**config.mk**
```make
export PLATFORM = sky130hd
export DESIGN_NAME = fft32_bfly_sched
export DESIGN_NICKNAME = d
export VERILOG_FILES = /design/src/rtl/fft32_bfly_sched.sv
export SDC_FILE = /design/constraint.sdc
export NUM_CORES = 1
export LEC_CHECK = 0
export ABC_CLOCK_PERIOD_IN_PS = 7100
export CAP_MARGIN = 20
export CORE_MARGIN = 2
export CORE_UTILIZATION = 40
export DETAILED_ROUTE_END_ITERATION = 16
export GPL_TIMING_DRIVEN = 0
export SETUP_SLACK_MARGIN = 0.4
export SYNTH_ARGS = -nofsm -noshare
export SYNTH_HDL_FRONTEND = slang
export SYNTH_SLANG_ARGS = --single-unit
```
**constraint.sdc**
```tcl
create_clock -name clk -period 7.1 [get_ports clk]
set_clock_uncertainty 0.2 [all_clocks]
set_input_delay 1.42 -clock clk [delete_from_list [all_inputs] [get_ports clk]]
set_output_delay 1.42 -clock clk [all_outputs]
set_load 0.03 [all_outputs]
```
**src/rtl/fft32_bfly_sched.sv**
```systemverilog
// Butterfly address/twiddle sequencer for an in-place radix-2 DIT FFT, with a
// write-back delay line that drains between stages. hold freezes everything.
module fft32_bfly_sched #(
    parameter int N_LOG2 = 5,
    parameter int PIPE   = 2
) (
    input  logic              clk,
    input  logic              rst,
    input  logic              start,
    input  logic              hold,
    output logic              busy,
    output logic              done,
    output logic [2:0]        stage,
    output logic              rd_en,
    output logic [N_LOG2-1:0] rd_addr_a,
    output logic [N_LOG2-1:0] rd_addr_b,
    output logic [N_LOG2-2:0] tw_idx,
    output logic              wr_en,
    output logic [N_LOG2-1:0] wr_addr_a,
    output logic [N_LOG2-1:0] wr_addr_b
);

    localparam int              KW     = N_LOG2 - 1;
    localparam logic [KW-1:0]   K_LAST = '1;
    localparam logic [2:0]      S_LAST = 3'(N_LOG2 - 1);

    typedef enum logic [1:0] {IDLE, ISSUE, DRAIN, DONE} state_t;

    state_t            state, state_nxt;
    logic [KW-1:0]     k, k_nxt;
    logic [2:0]        stage_q, stage_nxt;
    logic              rd_vld, rd_vld_nxt;
    logic [N_LOG2-1:0] ra, rb, ra_nxt, rb_nxt;
    logic [KW-1:0]     tw, tw_nxt;
    logic [N_LOG2-1:0] kx, half, pos, a_c;
    logic [PIPE-1:0]   dl_vld;
    logic [N_LOG2-1:0] dl_a [PIPE];
    logic [N_LOG2-1:0] dl_b [PIPE];
    logic              upstream, last_wb;

    // The stage's last write-back is at the tail with nothing behind it.
    always_comb begin
        upstream = 1'b0;
        for (int i = 0; i < PIPE - 1; i++) begin
            upstream = upstream | dl_vld[i];
        end
        last_wb = dl_vld[PIPE-1] & ~upstream;
    end

    always_ff @(posedge clk) begin
        if (rst) begin
            state   <= IDLE;
            k       <= '0;
            stage_q <= '0;
            rd_vld  <= 1'b0;
            ra      <= '0;
            rb      <= '0;
            tw      <= '0;
        end else begin
            state   <= state_nxt;
            k       <= k_nxt;
            stage_q <= stage_nxt;
            rd_vld  <= rd_vld_nxt;
            ra      <= ra_nxt;
            rb      <= rb_nxt;
            tw      <= tw_nxt;
        end
    end

    // start is honoured in IDLE even under hold; every other move waits for hold low.
    always_comb begin
        state_nxt  = state;
        k_nxt      = k;
        stage_nxt  = stage_q;
        rd_vld_nxt = rd_vld;
        if (state == IDLE) begin
            if (start) begin
                state_nxt  = ISSUE;
                k_nxt      = '0;
                stage_nxt  = '0;
                rd_vld_nxt = 1'b1;
            end
        end else if (!hold) begin
            case (state)
                ISSUE: begin
                    if (k == K_LAST) begin
                        state_nxt  = DRAIN;
                        rd_vld_nxt = 1'b0;
                    end else begin
                        k_nxt = k + 1'b1;
                    end
                end
                DRAIN: begin
                    if (last_wb) begin
                        if (stage_q == S_LAST) begin
                            state_nxt = DONE;
                        end else begin
                            state_nxt  = ISSUE;
                            stage_nxt  = stage_q + 3'd1;
                            k_nxt      = '0;
                            rd_vld_nxt = 1'b1;
                        end
                    end
                end
                DONE: begin
                    state_nxt = IDLE;
                    stage_nxt = '0;
                end
                default: state_nxt = IDLE;
            endcase
        end
    end

    // a = (grp << (s+1)) | pos; bit s of a is always clear, so b = a | half.
    always_comb begin
        kx     = N_LOG2'(k_nxt);
        half   = N_LOG2'(1) << stage_nxt;
        pos    = kx & (half - N_LOG2'(1));
        a_c    = ((kx >> stage_nxt) << (stage_nxt + 3'd1)) | pos;
        ra_nxt = '0;
        rb_nxt = '0;
        tw_nxt = '0;
        if (rd_vld_nxt) begin
            ra_nxt = a_c;
            rb_nxt = a_c | half;
            tw_nxt = KW'(pos << (S_LAST - stage_nxt));
        end
    end

    always_ff @(posedge clk) begin
        if (rst) begin
            dl_vld <= '0;
            for (int i = 0; i < PIPE; i++) begin
                dl_a[i] <= '0;
                dl_b[i] <= '0;
            end
        end else if (!hold) begin
            dl_vld[0] <= rd_vld;
            dl_a[0]   <= ra;
            dl_b[0]   <= rb;
            for (int i = 1; i < PIPE; i++) begin
                dl_vld[i] <= dl_vld[i-1];
                dl_a[i]   <= dl_a[i-1];
                dl_b[i]   <= dl_b[i-1];
            end
        end
    end

    assign busy      = (state != IDLE);
    assign done      = (state == DONE) & ~hold;
    assign stage     = stage_q;
    assign rd_en     = rd_vld & ~hold;
    assign rd_addr_a = ra;
    assign rd_addr_b = rb;
    assign tw_idx    = tw;
    assign wr_en     = dl_vld[PIPE-1] & ~hold;
    assign wr_addr_a = dl_a[PIPE-1];
    assign wr_addr_b = dl_b[PIPE-1];

endmodule

```
Word-level counts from Yosys, hierarchy flattened
Memory sizes are Yosys's and may differ from the RTL's.
Cells that the tools add are included.
{ "totals": {"ff_bits": 26, "mem_bits_rw": 20, "output_inout_bits": 31, "wordCells": 82, "mem_count": 2} }
{ "classes": {"add_sub_neg": 5, "n_eq_ne": 9, "n_shift": 4, "n_mux": 36, "n_bitwise": 14, "n_reduce_logical": 4} }
{ "memory_table": {"columns": ["memory", "depth", "width", "read_ports", "rd_ports_with_merged_regs", "write_ports", "line", "source"], "rows": [
  ["dl_a", 2, 5, 2, 0, 2, "37", "logic [N_LOG2-1:0] dl_a [PIPE];"],
  ["dl_b", 2, 5, 2, 0, 2, "38", "logic [N_LOG2-1:0] dl_b [PIPE];"]
]} }
{ "ops": {"columns": ["cell", "count"], "rows": [
  ["$mux 4", 6],
  ["$mux 5", 4],
  ["$mux 3", 5],
  ["$mux 2", 6],
  ["$mux 1", 11],
  ["$or 5x5->5", 2],
  ["$pmux 4 s2", 1],
  ["$add 3x1->3 const B", 2],
  ["$ne 3x3->1 const B", 2],
  ["$pmux 3 s2", 1],
  ["$and 4x5->5", 1],
  ["$shl 1x3->5 const A", 1],
  ["$shl 5x3->4", 1],
  ["$shl 5x3->5", 1],
  ["$shr 4x3->5", 1],
  ["$sub 5x1->5 const B", 1],
  ["$add 4x1->4 const B", 1],
  ["$and 1x1->1", 4],
  ["$eq 2x2->1 const B", 2],
  ["$eq 4x4->1 const B", 1],
  ["$or 1x1->1", 4],
  ["$pmux 2 s2", 1],
  ["$reduce_and 4->1", 1],
  ["$eq 3x3->1 const B", 1],
  ["9 further kinds", 11]
]} }

Longest topological paths before layout
{ "depth": {"word_depth": 11, "ltp_mapped": 18, "depth_no_buf": 16} }

Worst setup path after synthesis
Ideal clock, no wire load.
{ "synth_path": {"kind": "input-to-reg", "from": "input hold", "to": "register tw[2] (netlist: tw_idx[2])", "arrival_ns": 3.554, "path_slack_ns": 3.277, "cell_stages": 14, "n_path_buf": 1, "cell_sequence": "buf_6 -> o21bai_2 -> a21oi_2 -> a32o_4 -> ha_1 -> ha_1 -> inv_1 -> ha_1 -> inv_1 -> a41o_1 -> a21oi_1 -> mux2_2 -> nand2_1 -> a21oi_1"} }
{ "synth_via": {"elab_chain_cells": 6, "word_cells_on_any_way": 13} }
{ "synth_lines": {"columns": ["item", "line", "source"], "rows": [
  ["from (decl)", "10", "input logic hold,"],
  ["$mux 3", "83", "end else if (!hold) begin"],
  ["$mux 3", "76", "if (state == IDLE) begin"],
  ["$shl 1x3->5", "117", "half = N_LOG2'(1) << stage_nxt;"],
  ["$sub 5x1->5", "118", "pos = kx & (half - N_LOG2'(1));"],
  ["$and 4x5->5", "118", null],
  ["$shl 5x3->4", "126", "tw_nxt = KW'(pos << (S_LAST - stage_nxt));"],
  ["to (signal assigned)", "66", "tw <= tw_nxt;"],
  ["to (decl)", "34", "logic [KW-1:0] tw, tw_nxt;"]
]} }
Parallel ways exist; a longest one is shown, timed or not.
A chain may end at the register's enable or synchronous reset.

Final worst setup path
{ "layout_path": {"from": "input hold", "to": "output rd_en"} }
{ "layout_via": {"elab_chain_cells": 2} }
{ "layout_lines": {"columns": ["item", "line", "source"], "rows": [
  ["$not 1->1", "152", "assign rd_en = rd_vld & ~hold;"],
  ["$and 1x1->1", "152", null],
  ["to (decl)", "14", "output logic rd_en,"]
]} }
No other way between the ends.

==> results.tsv <==
metric	value	unit
cts-resized-gates	0	
ant_nets	0	
powerDensity	176.5	mW/mm2
grt_busiest_layer	met2	
initial_utilization	41.18	%
worstSkewPairLatency	0.30	ns
cts.path.max_buffers	2	
netlist-cell-type-count	72	
arrival	3.06	ns
seq_area_frac_synth	40.07	%
syn_inst	287	
finalHoldViolCount	0	
synth_edf_count	20	
ys_seq_elements	46	
tightestPinTransition	0.9041	ns
vias	2229	
grt_pass1_vias	2086	
drt_iter0_markers	120	
gp_congestion	0.8802	
finalCritPeriodShare	65.94	%
dieHeight	87.63	um
layout-drive-gt1-share	17.02	%
critPathCaptureType	output pin	
final_max_slew_viol_count	0	
place_area	0.003258	mm2
post-place-ws	2.256	ns
n_antenna_cell	0	
overflow	0	
syn_nets	306	
cts_tree	built	
grt_usage	17.00	%
yosysTopAreaCell	edfxtp_1	
synthFlopType	dfxtp_1	
vias_per_cell	5.245	
ys_top_cells_by_area	edfxtp_1 (21%), dfxtp_1 (19%), ha_1 (6.7%), and2_1 (4.9%), buf_4 (3.8%)	
rows	30	
crit_fanout	10	
worstPathCellList	clkdlybuf4s50_1, buf_6, buf_4, nor2b_1, clkdlybuf4s50_1	
wl	6.290	mm
syn_avg_cell_area	9.748	um2
finalPower	0.5915	mW
design_area	0.003351	mm2
period_needed	4.682	ns
cp-start-kind	primary input	
seqCellArea	0.001121	mm2
placed_cells	417	
cts_buffers	5	
rsz0062_at_grt	no	
dieWidth	87.63	um
fp.coreArea	0.006794	mm2
slowest_stage	clkdlybuf4s50_1	
max_cap_violations	0	
status	complete, no violations	
setup_violations	0	
htreeDepth	2	
syn_to_final_growth	19.77	%
multi_input_area	0.001449	mm2
drc	0	
postCtsHoldBufs	0	
critPathTopFamily	buffers and inverters	
critPathMaxStageDelay	0.69	ns
slew_headroom	39.73	%
grtUsageMet1	24.31	%
layout_commonest_cell	clkdlybuf4s50_1	
worst_slack	2.418	ns
yosys.area.top_type_share	21.47	%
vdd_ir_drop_max	0.00008727	V
cts.sinks	46	
layoutNonFillerInstCount	425	
dp_hpwl	4.618	mm
use_met2	26.31	%
cts_root_buf	clkbuf_8	
fillers	636	
hold_path_class	reg2reg	
drt_pre_antenna_iters	4	
ioPinCount	35	
setup_tns	0	ns
cp.required	5.48	ns
path_clk_slew	0.09	ns
cts_setup_buffers	0	
wire_per_inst	14.80	um
crit_top_cell	clkdlybuf4s50_1	
layout_common_cells	clkdlybuf4s50_1 (34), dfxtp_1 (26), nor2_1 (23)	
crit_buf_inv	4	
max_freq	0.2136	GHz
critical_path_class	in2out	
grt_first_pass_wirelength	10.27	mm
antenna_found_initial	0	
ys_warn_count	0	
port_buffers	34	
synth_area	0.002798	mm2
met3_usage	3.016	%
grt_max_degree	21	
leakage	1.261	nW
synthArstFlopShare	0	%
die_area	0.007679	mm2
nets	347	
[report_power, final]
group / leakage (nW) / internal (mW) / switching (mW)
Clock: 0.0408 / 0.0706 / 0.0974
Sequential: 0.433 / 0.287 / 0.00534
Combinational: 0.787 / 0.0526 / 0.0785
[synth_stat cells (4+ instances only)]
master	count
nand4_1	5
ha_1	15
nor2b_1	9
dfxtp_1	26
nand2_1	18
nand3_1	5
nor3_1	4
nand2b_1	6
and2_1	22
o211ai_1	4
a21oi_1	12
edfxtp_1	20
o21ai_0	5
buf_4	14
inv_1	14
nor2_1	23
[kinds of logic after synthesis]
| kind of cell | Yosys count | share of synthesized area (%) |
|---|---|---|
| flops | 46 | 40.07 |
| compound gates | 62 | 18.02 |
| buf+inv | 39 | 8.139 |
| fa+ha+maj | 15 | 6.708 |
| xor+xnor | 1 | 0.3131 |
| mux | 4 | 1.521 |
| simple gates | 120 | 25.22 |
[sequential cells by signal, indices dropped and copies added, names as in the netlist]
name and flops:
dl_vld 2, stage 3, rd_addr_b 5, k 4, dl_b 10, rd_addr_a 5
rd_vld 1, state 2, dl_a 10, tw_idx 4
[through the flow]
step | utilization [%] | hold WS, ns
2_1_floorplan | - | 0.2871
3_3_place_gp | 47.96 | 0.3006
3_5_place_dp | 47.96 | 0.3058
4_1_cts | 49.32 | 0.3293
5_1_grt | 49.32 | 0.3403
6_report | 49.32 | 0.3258
[metal layers]
| layer | routed length (um) | vias up | part of all wire, % |
|---|---|---|---|
| li1 | - | 1104 | - |
| met1 | 3117 | 1061 | 50 |
| met5 | 0 | - | 0 |
| met4 | 97 | 0 | 1.5 |
| met3 | 223 | 9 | 3.5 |
| met2 | 2852 | 55 | 45 |
[cell type report]
class,count,area share [%]
multi-input cells,202,43.24
flip-flops and latches,46,33.46
repair buffers,34,10.16
plain buffers,23,4.929
well taps,96,3.585
clock buffers,5,2.054
inverters,16,1.867
clock inverters,3,0.7095
[path summary, 6_finish.rpt]
| path | startpoint | to | slack [ns] | cells after the start |
|---|---|---|---|---|
| worst max-delay path | hold | rd_en | 2.42 | 5 |
| worst min-delay path | dl_b[0][3]$_SDFFCE_PN0P_ | dl_b[0][8]$_SDFFCE_PN0P_ | 0.33 | 1 |
| worst max register to register | stage[0]$_SDFF_PP0_ | tw_idx[2]$_SDFF_PP0_ | 3.28 | 18 |
| worst min register to register | dl_b[0][3]$_SDFFCE_PN0P_ | dl_b[0][8]$_SDFFCE_PN0P_ | 0.33 | 1 |
Power figures use the tool's default switching activity.
